$ cat src/rtl/vram_slot_arbiter.sv
// rtl/vram_slot_arbiter.sv - four-phase VRAM slot arbiter: display read in phase 0, A/B round-robin in phases 1-3
// Build option: define SLOT_RECLAIM_EN to offer an idle phase-0 slot to A/B.
module vram_slot_arbiter #(
    parameter int ADDR_W  = 14,
    parameter int DATA_W  = 8,
    parameter int MEM_LAT = 1
) (
    input  logic              clk100_i,
    input  logic              rst_i,
    input  logic              disp_req_i,
    input  logic [ADDR_W-1:0] disp_addr_i,
    output logic [DATA_W-1:0] disp_data_o,
    output logic              disp_vld_o,
    input  logic              a_req_i,
    input  logic              a_we_i,
    input  logic [ADDR_W-1:0] a_addr_i,
    input  logic [DATA_W-1:0] a_wdata_i,
    output logic              a_gnt_o,
    output logic [DATA_W-1:0] a_rdata_o,
    output logic              a_rvld_o,
    input  logic              b_req_i,
    input  logic              b_we_i,
    input  logic [ADDR_W-1:0] b_addr_i,
    input  logic [DATA_W-1:0] b_wdata_i,
    output logic              b_gnt_o,
    output logic [DATA_W-1:0] b_rdata_o,
    output logic              b_rvld_o,
    output logic              mem_en_o,
    output logic              mem_we_o,
    output logic [ADDR_W-1:0] mem_addr_o,
    output logic [DATA_W-1:0] mem_wdata_o,
    input  logic [DATA_W-1:0] mem_rdata_i,
    output logic [1:0]        phase_o
);

    localparam logic [1:0] ID_DISP = 2'd0;
    localparam logic [1:0] ID_A    = 2'd1;
    localparam logic [1:0] ID_B    = 2'd2;

    logic [1:0]        phase;
    logic              rr_b;
    logic              disp_win;
    logic              slot_open;
    logic              issue_rd;
    logic [1:0]        issue_id;
    logic [2:0]        tag_pipe [0:MEM_LAT];
    logic [2:0]        ret_tag;
    logic [DATA_W-1:0] disp_hold;
    logic [DATA_W-1:0] a_hold;
    logic [DATA_W-1:0] b_hold;

    assign disp_win = (phase == 2'd0) && disp_req_i;

`ifdef SLOT_RECLAIM_EN
    assign slot_open = !disp_win;
`else
    assign slot_open = (phase != 2'd0);
`endif

    // rr_b set means B is preferred when both request (A was granted last)
    assign a_gnt_o = slot_open && a_req_i && (!b_req_i || !rr_b);
    assign b_gnt_o = slot_open && b_req_i && (!a_req_i || rr_b);

    always_comb begin
        issue_rd = 1'b0;
        issue_id = ID_DISP;
        if (disp_win) begin
            issue_rd = 1'b1;
        end else if (a_gnt_o) begin
            issue_rd = !a_we_i;
            issue_id = ID_A;
        end else if (b_gnt_o) begin
            issue_rd = !b_we_i;
            issue_id = ID_B;
        end
    end

    always_ff @(posedge clk100_i or posedge rst_i) begin
        if (rst_i) begin
            phase       <= 2'd0;
            rr_b        <= 1'b0;
            mem_en_o    <= 1'b0;
            mem_we_o    <= 1'b0;
            mem_addr_o  <= '0;
            mem_wdata_o <= '0;
            disp_hold   <= '0;
            a_hold      <= '0;
            b_hold      <= '0;
            for (int i = 0; i <= MEM_LAT; i++) begin
                tag_pipe[i] <= 3'b000;
            end
        end else begin
            phase <= phase + 2'd1;
            if (a_gnt_o) begin
                rr_b <= 1'b1;
            end else if (b_gnt_o) begin
                rr_b <= 1'b0;
            end

            mem_en_o <= disp_win || a_gnt_o || b_gnt_o;
            mem_we_o <= (a_gnt_o && a_we_i) || (b_gnt_o && b_we_i);
            if (disp_win) begin
                mem_addr_o <= disp_addr_i;
            end else if (a_gnt_o) begin
                mem_addr_o  <= a_addr_i;
                mem_wdata_o <= a_wdata_i;
            end else if (b_gnt_o) begin
                mem_addr_o  <= b_addr_i;
                mem_wdata_o <= b_wdata_i;
            end

            // stage k describes the access whose data is on mem_rdata_i k+1 clocks after issue
            tag_pipe[0] <= {issue_rd, issue_id};
            for (int i = 1; i <= MEM_LAT; i++) begin
                tag_pipe[i] <= tag_pipe[i-1];
            end

            if (disp_vld_o) begin
                disp_hold <= mem_rdata_i;
            end
            if (a_rvld_o) begin
                a_hold <= mem_rdata_i;
            end
            if (b_rvld_o) begin
                b_hold <= mem_rdata_i;
            end
        end
    end

    assign ret_tag = tag_pipe[MEM_LAT];

    assign disp_vld_o = ret_tag[2] && (ret_tag[1:0] == ID_DISP);
    assign a_rvld_o   = ret_tag[2] && (ret_tag[1:0] == ID_A);
    assign b_rvld_o   = ret_tag[2] && (ret_tag[1:0] == ID_B);

    // Data is bypassed on the strobe cycle and held from the capture register afterwards
    assign disp_data_o = disp_vld_o ? mem_rdata_i : disp_hold;
    assign a_rdata_o   = a_rvld_o   ? mem_rdata_i : a_hold;
    assign b_rdata_o   = b_rvld_o   ? mem_rdata_i : b_hold;

    assign phase_o = phase;

endmodule

$ cat config.mk
export PLATFORM = sky130hd
export DESIGN_NAME = vram_slot_arbiter
export DESIGN_NICKNAME = d
export VERILOG_FILES = /design/src/rtl/vram_slot_arbiter.sv
export SDC_FILE = /design/constraint.sdc
export NUM_CORES = 1
export LEC_CHECK = 0
export ABC_AREA = 1
export BUFFER_PORTS_ARGS = -buffer_cell sky130_fd_sc_hd__buf_2
export CAP_MARGIN = 20
export CELL_PAD_IN_SITES_DETAIL_PLACEMENT = 1
export CELL_PAD_IN_SITES_GLOBAL_PLACEMENT = 1
export CORE_AREA = 5 5 93 95
export CTS_BUF_LIST = sky130_fd_sc_hd__clkbuf_8
export DETAILED_ROUTE_END_ITERATION = 8
export DIE_AREA = 0 0 98 100
export GPL_ROUTABILITY_DRIVEN = 1
export GPL_TIMING_DRIVEN = 0
export PLACE_DENSITY = 0.95
export SLEW_MARGIN = 15
export SYNTH_ARGS = -nofsm -noshare
export SYNTH_HDL_FRONTEND = slang
export SYNTH_SLANG_ARGS = --single-unit
export TNS_END_PERCENT = 5
$ cat constraint.sdc
create_clock -name clk100_i -period 2.29 [get_ports clk100_i]
set_input_delay 0.1145 -clock clk100_i [delete_from_list [all_inputs] [get_ports clk100_i]]
set_output_delay 0.1145 -clock clk100_i [all_outputs]
set_load 0.1 [all_outputs]
==> results of run 1 <==
-- cell usage after synthesis --
| cell | count |
|---|---|
| sky130_fd_sc_hd__nand3_1 | 32 |
| sky130_fd_sc_hd__buf_1 | 1 |
| sky130_fd_sc_hd__buf_4 | 1 |
| sky130_fd_sc_hd__inv_1 | 63 |
| sky130_fd_sc_hd__dfrtp_1 | 57 |
| sky130_fd_sc_hd__nor2_1 | 29 |
| sky130_fd_sc_hd__o21ai_0 | 25 |
| sky130_fd_sc_hd__nand2_1 | 93 |
| sky130_fd_sc_hd__clkbuf_1 | 3 |
| sky130_fd_sc_hd__nand2_2 | 3 |
| sky130_fd_sc_hd__nor2_2 | 1 |
| sky130_fd_sc_hd__ha_1 | 1 |
| sky130_fd_sc_hd__a21oi_1 | 28 |
| sky130_fd_sc_hd__buf_2 | 9 |
| sky130_fd_sc_hd__o21ai_4 | 1 |
| sky130_fd_sc_hd__nand3_4 | 1 |
| sky130_fd_sc_hd__inv_2 | 3 |
-- worst max-delay path, cell delays in order (launching register included) --
cell and delay [ps]:
sky130_fd_sc_hd__dfrtp_1 390, sky130_fd_sc_hd__inv_1 70, sky130_fd_sc_hd__nand3_1 280, sky130_fd_sc_hd__clkbuf_2 320, sky130_fd_sc_hd__o21ai_1 220, sky130_fd_sc_hd__buf_2 460
-- worst max-delay path by stage --
| stage | startpoint | to | slack [ps] | cells after the start |
|---|---|---|---|---|
| 6_report | ret_tag[0] | b_rdata_o[0] | 100 | 5 |
| 5_1_grt | ret_tag[0] | b_rdata_o[0] | -30 | 5 |
| 4_1_cts | ret_tag[0] | b_rdata_o[2] | 40 | 5 |
| 3_5_place_dp | ret_tag[1] | b_rdata_o[6] | 320 | 5 |
| 3_3_place_gp | rst_i | mem_wdata_o[2] | 50 | 2 |
| 2_1_floorplan | ret_tag[0] | disp_hold[0] | -220 | 4 |
-- power groups by stage --
stage          Clock [mW]  Sequential (mW)  Combinational [mW]
2_1_floorplan           0             1.56                1.14
3_3_place_gp            0             1.23                1.76
3_5_place_dp            0             1.24                1.80
4_1_cts              1.09             1.23                1.82
5_1_grt              1.13             1.24                1.93
6_report             1.06             1.23                1.85
-- registers in the layout, summed over array words and instances (netlist names) --
name	cells
mem_wdata_o	8
ret_tag	3
tag_pipe	3
phase_o	2
disp_hold	8
mem_en_o	1
mem_addr_o	14
a_hold	8
b_hold	8
rr_b	1
mem_we_o	1
-- final cells by class --
type,count,area [um^2]
Tap cell,102,128
Inverter,66,250
Clock inverter,7,103
Sequential cell,57,1430
Multi-Input combinational cell,214,955
Buffer,14,71.3
Timing Repair Buffer,129,708
Clock buffer,9,124
Fill cell,991,3880
-- metal layers --
layer  share of wire  track usage
met3           0.051       0.0389
met4           0.014       0.0714
met5               0            0
met1            0.40        0.218
met2            0.53        0.345
-- metrics by stage --
step                area [um^2]  TNS [ps]  cells  hold WS [ps]  setup slack [ps]
finish                     3760         0    598          25.1               104
CTS                        3710         0    598          8.75              37.6
floorplan                  2700     -6640    351           224              -221
global route               3760     -33.1    598          26.8             -30.0
detailed placement         3460         0    580           292               322
global placement           3460         0    580           326              51.9
-- timing repair --
item,CTS,global route
hold endpoints to repair,58,0
resized for setup,4,21
hold buffers,2,0
endpoints found under the setup margin,14,20
-- kinds of logic after synthesis --
group | Yosys count
compound gates | 54
fa+ha+maj | 1
buf+inv | 80
flops | 57
simple gates | 159
==> flow_metrics.tcl, run 1 <==
set metrics [dict create \
    drv_slew 0 \
    post_synth_num_cell_types 17 \
    vias 2805 \
    grt_antenna_before_repair 0 \
    total_switching_power_mw 2.05 \
    layout.cells.most_common_list "sky130_fd_sc_hd__buf_2, sky130_fd_sc_hd__nand2_1, sky130_fd_sc_hd__inv_1" \
    grt_pass1_vias 3207 \
    ctsLongestPathBuffers 2 \
    clkSinkCount 57 \
    synth_compound_area_frac 0.104 \
    post-cts-setup-buffers 0 \
    routed_wire_length_per_instance_um 15.3 \
    power.density_nw_per_um2 1100 \
    regToRegSetupSlack_ps 590 \
    fin_crit_ps 2190 \
    worstSetupEndpointType "primary output" \
    core.rowCount 32 \
    clk_latency_ps 330 \
    initial_utilization 0.353 \
    antenna_cells 0 \
    dp_hpwl_um 6930 \
    syn_area_per_cell_um2 7.68 \
    max-slew-margin-rel 0.526 \
    io-pin-count 128 \
    grt_first_pass_wirelength_um 15000 \
    pwr-share-clk 0.257 \
    worst-slew-pin-transition_ps 711 \
    finalCoreUtilization 0.492 \
    via_per_inst 4.69 \
    synth_largest_area_cell "sky130_fd_sc_hd__dfrtp_1" \
    post-route-period-util 0.955 \
    cts.root.buffer_cell "sky130_fd_sc_hd__clkbuf_8" \
    criticalPathCategory "register to primary output" \
    fp.coreArea_um2 7650 \
    grt.total_usage 0.189 \
    postSynthCellCount 351 \
    synth_sequential_area_ratio 0.529 \
    synth_xor_xnor_area_share 0 \
    post_route_cells_drive_above_1_share 0.335 \
    die-area_um2 9800 \
    synth_top_family_by_area "simple AND/OR/NAND/NOR gates" \
    comb_power_share 0.447 \
    synth.area.mux_share 0 \
    yosys.area_share.adder 0.00464 \
    worst_setup_hold_path_clk_slew_ps 70 \
    power_leakage_nw 2.24 \
    yosysWarnings 0 \
    timing.rr.end "mem_addr_o[7]" \
    wl_um 9150 \
    mostFrequentLayoutCell "sky130_fd_sc_hd__buf_2" \
    min_from "a_we_i" \
    fmax_mhz 457 \
    path_max_fanout 10 \
    port_buffers 127 \
    final_antenna_net_count 0 \
    fin_skew_ps 7.89 \
    nets 565 \
    tritoncts "yes" \
    hold_viol 0 \
    worst_r2r_path_depth 6 \
    synth_seq_cells 57 \
    routabilityCongestion 0.820 \
    cts_made_buffers 9 \
    timing.hold.worst_endpoint "mem_we_o" \
    grt_max_degree 58 \
    ctsHtreeMaxLevel 3 \
    finalSetupViolCount 0 \
    die_height_um 100 \
    post-route-drc-count 0 \
    detailedRoute.firstPassIterationCount 4 \
    detail_route.iter0.violations 59 \
    worst_ep_required_time_ps 2180 \
    seqPwrFrac 0.296 \
    switching_share 0.494 \
    irDropWorstVdd_uv 437 \
    r2r_start "phase_o[0]" \
    hold_path_depth 3 \
    post-layout-total-power_mw 4.14 \
    cp.arrival_ps 2070 \
    post_synth_main_area_contributors "sky130_fd_sc_hd__dfrtp_1, sky130_fd_sc_hd__nand2_1, sky130_fd_sc_hd__inv_1" \
    synthSimpleGateAreaFrac 0.245 \
    areaGrowthSynthToFinish_pct 39.6 \
    min_delay_path_class "input port to register" \
    dieWidth_um 98 \
    netlist_area_um2 2700 \
    outcome "complete, no violations" \
    cell_internal_pwr_mw 2.09 \
    timing.critical_path.from_type "register" \
    synth.net_count 425 \
    synthDominantCellAreaShare 0.529 \
    globalRoute.totalOverflow 0 \
    maxCapViolCount 0 \
]
No activity file was read; power rests on OpenSTA's default activity.
==> run 2, diff against run 1 <==
--- a/config.mk
+++ b/config.mk
@@ -17,6 +17,7 @@
 export GPL_ROUTABILITY_DRIVEN = 1
 export GPL_TIMING_DRIVEN = 0
 export PLACE_DENSITY = 0.95
+export RECOVER_POWER = 50
 export SLEW_MARGIN = 15
 export SYNTH_ARGS = -nofsm -noshare
 export SYNTH_HDL_FRONTEND = slang
==> run 2 against run 1 <==
Compared with the run above: count of clock-buffer cells in the layout is the same; clock skew down 1.8 ps; utilization shrank 0.36 points; flip-flop and latch count did not move; via count is 0.36% higher; critical path depth stayed put; largest cell class unchanged.
==> flow_metrics.tcl, run 2 (synthesis results as in run 1) <==
set metrics [dict create \
    nets 565 \
    cts_made_buffers 9 \
    fillerInstances 993 \
    maxCapViolCount 0 \
    post_route_cells_drive_above_1_share 0.294 \
    switching_share 0.496 \
    wl_um 9140 \
    post-cts-setup-buffers 0 \
    clkSinkCount 57 \
    grt.total_usage 0.189 \
    r2r_start "phase_o[0]" \
    finalSetupViolCount 0 \
    routed_wire_length_per_instance_um 15.3 \
    ctsHtreeMaxLevel 3 \
    worstSetupStartpoint "ret_tag[0]" \
    power.density_nw_per_um2 1110 \
    fin_crit_ps 2200 \
    timing.critical_path.from_type "register" \
    drv_slew 0 \
    comb_power_share 0.445 \
    hold_viol 0 \
    grt_max_degree 58 \
    hold_ws_ps 26.0 \
    max-slew-margin-rel 0.202 \
    ctsLongestPathBuffers 2 \
    layout.cells.most_common_list "sky130_fd_sc_hd__buf_2, sky130_fd_sc_hd__nand2_1, sky130_fd_sc_hd__inv_1" \
    largest_reg_flops 14 \
    min_from "a_we_i" \
    post-route-drc-count 0 \
    cell_internal_pwr_mw 2.08 \
    detailedRoute.firstPassIterationCount 6 \
    regMostFlops "mem_addr_o" \
    grt_antenna_before_repair 0 \
    irDropWorstVdd_uv 434 \
    layout.area.seq_um2 1430 \
    globalRoute.totalOverflow 0 \
    worst_ep_required_time_ps 2180 \
    criticalPathCategory "register to primary output" \
    worst_r2r_path_depth 6 \
    min_delay_path_class "input port to register" \
    tns_ps 0 \
    die_height_um 100 \
    chain_of_cells_forming_the_critical_path "inv_1, nand3_1, clkbuf_2, o21ai_1, buf_2" \
    path_max_fanout 10 \
    cp.depth 5 \
    port_buffers 127 \
    number_of_standard_cells_in_the_final_layout_excluding_fillers 598 \
    worst_setup_hold_path_clk_slew_ps 70 \
    areaGrowthSynthToFinish_pct 38.6 \
    critical_path.n_buffers_inverters 3 \
    cts.root.buffer_cell "sky130_fd_sc_hd__clkbuf_8" \
    tritoncts "yes" \
    core.rowCount 32 \
    die-area_um2 9800 \
    worst-slew-pin-transition_ps 1200 \
    routabilityCongestion 0.820 \
    regToRegSetupSlack_ps 580 \
    numPlacedInstances 580 \
    cp.arrival_ps 2080 \
    mostFrequentLayoutCell "sky130_fd_sc_hd__buf_2" \
    grt_pass1_vias 3207 \
    antenna_cells 0 \
    outcome "complete, no violations" \
    power_leakage_nw 2.18 \
    post-route-period-util 0.959 \
    fin_skew_ps 6.09 \
    finalCoreUtilization 0.489 \
    critical_path.top_delay_family "buffers and inverters" \
    fp.coreArea_um2 7650 \
    dieWidth_um 98 \
    multi_input_area_um2 955 \
    seqPwrFrac 0.297 \
    dp_hpwl_um 6930 \
    clk_latency_ps 330 \
    io-pin-count 128 \
    pwr-share-clk 0.258 \
    grt_first_pass_wirelength_um 15000 \
    max_stage_delay_ps 460 \
    timing.critical_path.slowest_stage_cell "sky130_fd_sc_hd__buf_2" \
    worstSetupEndpointType "primary output" \
    total_switching_power_mw 2.05 \
    via_per_inst 4.71 \
    fmax_mhz 456 \
    final_antenna_net_count 0 \
    timing.rr.end "mem_addr_o[7]" \
    vias 2815 \
    crit_path_end "b_rdata_o[0]" \
    initial_utilization 0.353 \
    detail_route.iter0.violations 83 \
]
## run 2: how the worst min path moves through the flow
stage               end  slack (ps)  cells after the start
2_1_floorplan  mem_we_o         220                      2
3_3_place_gp   mem_we_o         330                      3
3_5_place_dp   mem_en_o         290                      2
4_1_cts        mem_we_o           9                      3
5_1_grt        mem_we_o          30                      3
6_report       mem_we_o          30                      3
## run 2: per-stage QoR
| stage | cell area [um^2] | worst slack (ps) | total power, mW |
|---|---|---|---|
| after floorplan | 2700 | -221 | 2.70 |
| after global placement | 3460 | 51.9 | 3.00 |
| after detailed placement | 3460 | 322 | 3.05 |
| after CTS | 3710 | 37.6 | 4.13 |
| after global routing | 3740 | -30.0 | 4.30 |
| final | 3740 | 94.8 | 4.13 |
## run 2: routing by layer
layer | routed length [um] | track usage | part of all wire | vias up
met1 | 3680 | 0.218 | 0.40 | 1353
met3 | 470 | 0.0389 | 0.051 | 13
met5 | 0 | 0 | 0 | -
li1 | - | - | - | 1354
met4 | 127 | 0.0714 | 0.014 | 0
met2 | 4860 | 0.345 | 0.53 | 95
## run 2: tightest hold or removal path: cells and delay by family
family,cells,cell delay [ps]
simple gates,2,130
buf+inv,1,80
## run 2: repair_timing
item / 4_1_cts / 5_1_grt
hold buffers: 2 / 0
cloned: 0 / 0
setup endpoints to repair: 14 / 20
gates resized for setup: 4 / 21
hold endpoints to repair: 58 / 0
## run 2: final cells by class
type,count,area share
sequential,57,0.382
tap,102,0.0341
multi-input combinational,214,0.255
clock buffer,9,0.0331
clock inverter,7,0.0275
inverter,66,0.0663
buffer,14,0.0191
timing repair buffer,129,0.183
## run 2: power by group through the flow
stage               Combinational (mW)  Clock [mW]  Sequential, mW
floorplan                         1.14           0            1.56
global placement                  1.76           0            1.23
detailed placement                1.80           0            1.24
CTS                               1.82        1.09            1.23
global route                      1.92        1.13            1.24
finish                            1.84        1.07            1.23
==> run 3, diff against run 2 <==
--- a/config.mk
+++ b/config.mk
@@ -5,15 +5,14 @@
 export SDC_FILE = /design/constraint.sdc
 export NUM_CORES = 1
 export LEC_CHECK = 0
-export ABC_AREA = 1
 export BUFFER_PORTS_ARGS = -buffer_cell sky130_fd_sc_hd__buf_2
 export CAP_MARGIN = 20
 export CELL_PAD_IN_SITES_DETAIL_PLACEMENT = 1
 export CELL_PAD_IN_SITES_GLOBAL_PLACEMENT = 1
-export CORE_AREA = 5 5 93 95
+export CORE_AREA = 5 5 90 92
 export CTS_BUF_LIST = sky130_fd_sc_hd__clkbuf_8
 export DETAILED_ROUTE_END_ITERATION = 8
-export DIE_AREA = 0 0 98 100
+export DIE_AREA = 0 0 95 97
 export GPL_ROUTABILITY_DRIVEN = 1
 export GPL_TIMING_DRIVEN = 0
 export PLACE_DENSITY = 0.95
==> run 3 against run 2 <==
Compared with the run above: cell count fell by 21%; count of clock-buffer cells in the layout rose by 1; clock power fell by 9%.
==> flow_metrics.tcl, run 3 <==
set metrics [dict create \
    wl_um 8510 \
    grt_setup_unrepaired "no" \
    number_of_synthesized_flops_with_an_enable_pin 0 \
    vias 2446 \
    fin_crit_ps 2170 \
    synth_common_cells "sky130_fd_sc_hd__dfrtp_1, sky130_fd_sc_hd__mux2_2, sky130_fd_sc_hd__nand3_1, sky130_fd_sc_hd__nand2b_1" \
    die-area_um2 9220 \
    min_delay_path_class "input port to register" \
    tritoncts "yes" \
    netlist_area_um2 2670 \
    dieWidth_um 95 \
    max-slew-margin-rel 0.189 \
    grt.total_usage 0.185 \
    ctsHtreeMaxLevel 3 \
    worst-slew-pin-transition_ps 1220 \
    fmax_mhz 460 \
    power.density_nw_per_um2 1170 \
    finalSetupViolCount 0 \
    setup_ws_ps 118 \
    initial_utilization 0.374 \
    mostFrequentLayoutCell "sky130_fd_sc_hd__buf_2" \
    outcome "complete, no violations" \
    core.rowCount 31 \
    cts_made_buffers 9 \
    nets 444 \
    grt_max_degree 30 \
    power_leakage_nw 1.70 \
    grt_first_pass_wirelength_um 13400 \
    clkSinkCount 57 \
    yosys.cell_count.top_type "sky130_fd_sc_hd__dfrtp_1" \
    final_antenna_net_count 0 \
    post-route-drc-count 0 \
    post_synth_main_area_contributors "sky130_fd_sc_hd__dfrtp_1, sky130_fd_sc_hd__mux2_2, sky130_fd_sc_hd__o311ai_1" \
    ctsLongestPathBuffers 2 \
    finalCoreUtilization 0.512 \
    ys_dominant_reg_cell "sky130_fd_sc_hd__dfrtp_1" \
    fp.coreArea_um2 7140 \
    fin_skew_ps 9.45 \
    largest_reg_flops 14 \
    antenna_cells 0 \
    drv_slew 0 \
    grt_antenna_before_repair 0 \
    clk_latency_ps 330 \
    areaGrowthSynthToFinish_pct 37.0 \
    synth_seq_cells 57 \
    layout.cells.most_common_list "sky130_fd_sc_hd__buf_2, sky130_fd_sc_hd__dfrtp_1, sky130_fd_sc_hd__mux2_2" \
    timing.critical_path.from_type "register" \
    regToRegSetupSlack_ps 450 \
    maxCapViolCount 0 \
    irDropWorstVdd_uv 323 \
    synthDominantCellAreaShare 0.534 \
    detail_route.iter0.violations 80 \
    yosysWarnings 0 \
    via_per_inst 5.16 \
    port_buffers 126 \
    synth_sequential_area_ratio 0.534 \
    path_max_fanout 10 \
    grt_pass1_vias 2649 \
    hold_ws_ps 18.9 \
    synthArstFlopShare 1.00 \
    postSynthCellCount 230 \
    tns_ps 0 \
    routed_wire_length_per_instance_um 18.0 \
    detailedRoute.firstPassIterationCount 4 \
    dp_worst_setup_slack_ps 344 \
    globalRoute.totalOverflow 0 \
    die_height_um 97 \
    syn_area_per_cell_um2 11.6 \
    post-layout-total-power_mw 4.27 \
    io-pin-count 128 \
    post_synth_num_cell_types 29 \
    cp.arrival_ps 2060 \
    hold_viol 0 \
    criticalPathCategory "register to primary output" \
    synth_largest_area_cell "sky130_fd_sc_hd__dfrtp_1" \
    cts.root.buffer_cell "sky130_fd_sc_hd__clkbuf_8" \
    regMostFlops "mem_addr_o" \
    worstSetupEndpointType "primary output" \
    synth.net_count 304 \
    worst_setup_hold_path_clk_slew_ps 70 \
    worst_ep_required_time_ps 2180 \
    post_route_cells_drive_above_1_share 0.453 \
    dp_hpwl_um 6680 \
    routabilityCongestion 0.740 \
    post-route-period-util 0.948 \
]
-- run 3: cell types whose count changed after synthesis, moves of 14 or more --
cell                       change
sky130_fd_sc_hd__inv_1        -56
sky130_fd_sc_hd__o21ai_0      -16
sky130_fd_sc_hd__nand2_1      -91
sky130_fd_sc_hd__nand2b_1     +16
sky130_fd_sc_hd__mux2_2       +30
sky130_fd_sc_hd__nor2_1       -19
sky130_fd_sc_hd__a22oi_1      +14
sky130_fd_sc_hd__a21oi_1      -25
sky130_fd_sc_hd__o311ai_1     +14
-- run 3: repair_timing --
| action | 4_1_cts | 5_1_grt |
|---|---|---|
| hold endpoints to repair | 29 | 0 |
| hold buffers | 2 | 0 |
| buffers inserted | 0 | 0 |
| setup endpoints to repair | 1 | 0 |
| gates resized for setup | 1 | 0 |
-- run 3: where the power goes --
| group | total [mW] | internal [mW] | switching (mW) |
|---|---|---|---|
| registers | 1.25 | 1.19 | 0.0682 |
| clock network | 0.970 | 0.533 | 0.437 |
| logic | 2.04 | 0.351 | 1.69 |
-- run 3: cell type report --
class,count,area (um^2)
clock buffer,10,138
inverter,7,26.3
tap,99,124
clock inverter,6,66.3
buffer,17,91.3
timing repair buffer,129,647
multi-input combinational,149,1140
sequential,57,1430
fill,865,3480
-- run 3: path summary, 6_finish.rpt --
path / depth (start not counted) / to / from
setup reg to reg: 6 / mem_addr_o[2] / phase_o[0]
hold / removal: 3 / mem_addr_o[4] / a_addr_i[4]
max in group asynchronous: 4 / phase_o[1] / rst_i
setup / recovery: 6 / a_gnt_o / phase_o[0]
min in group asynchronous: 3 / a_hold[5] / rst_i
hold reg to reg: 0 / ret_tag[1] / tag_pipe[4]
-- run 3: per-stage QoR --
stage | instance area [um^2] | instances
final | 3660 | 474
after global routing | 3660 | 474
after CTS | 3680 | 474
after detailed placement | 3460 | 456
after global placement | 3440 | 455
after floorplan | 2680 | 230
-- run 3: layer usage --
layer,vias to the layer above,global-route usage,wire (um),part of all wire
met5,-,0,0,0
met4,0,0.0566,80,0.0094
met3,10,0.0473,654,0.077
met2,96,0.324,4270,0.50
met1,1209,0.218,3500,0.41
li1,1131,-,-,-
-- run 3: kinds of logic after synthesis --
group | share of synthesized area
AND/OR/NAND/NOR | 0.117
buffers and inverters | 0.0441
adder cells (fa/ha/maj) | 0.00469
multiplexers | 0.160
flip-flops | 0.534
AO/OA/AOI/OAI | 0.139
-- run 3: critical path, cell delays in order (launching register included) --
cell and delay, ps:
sky130_fd_sc_hd__dfrtp_2 360, sky130_fd_sc_hd__inv_1 50, sky130_fd_sc_hd__ha_1 280, sky130_fd_sc_hd__nand2b_1 210, sky130_fd_sc_hd__nor2_2 320, sky130_fd_sc_hd__buf_6 200, sky130_fd_sc_hd__buf_4 300
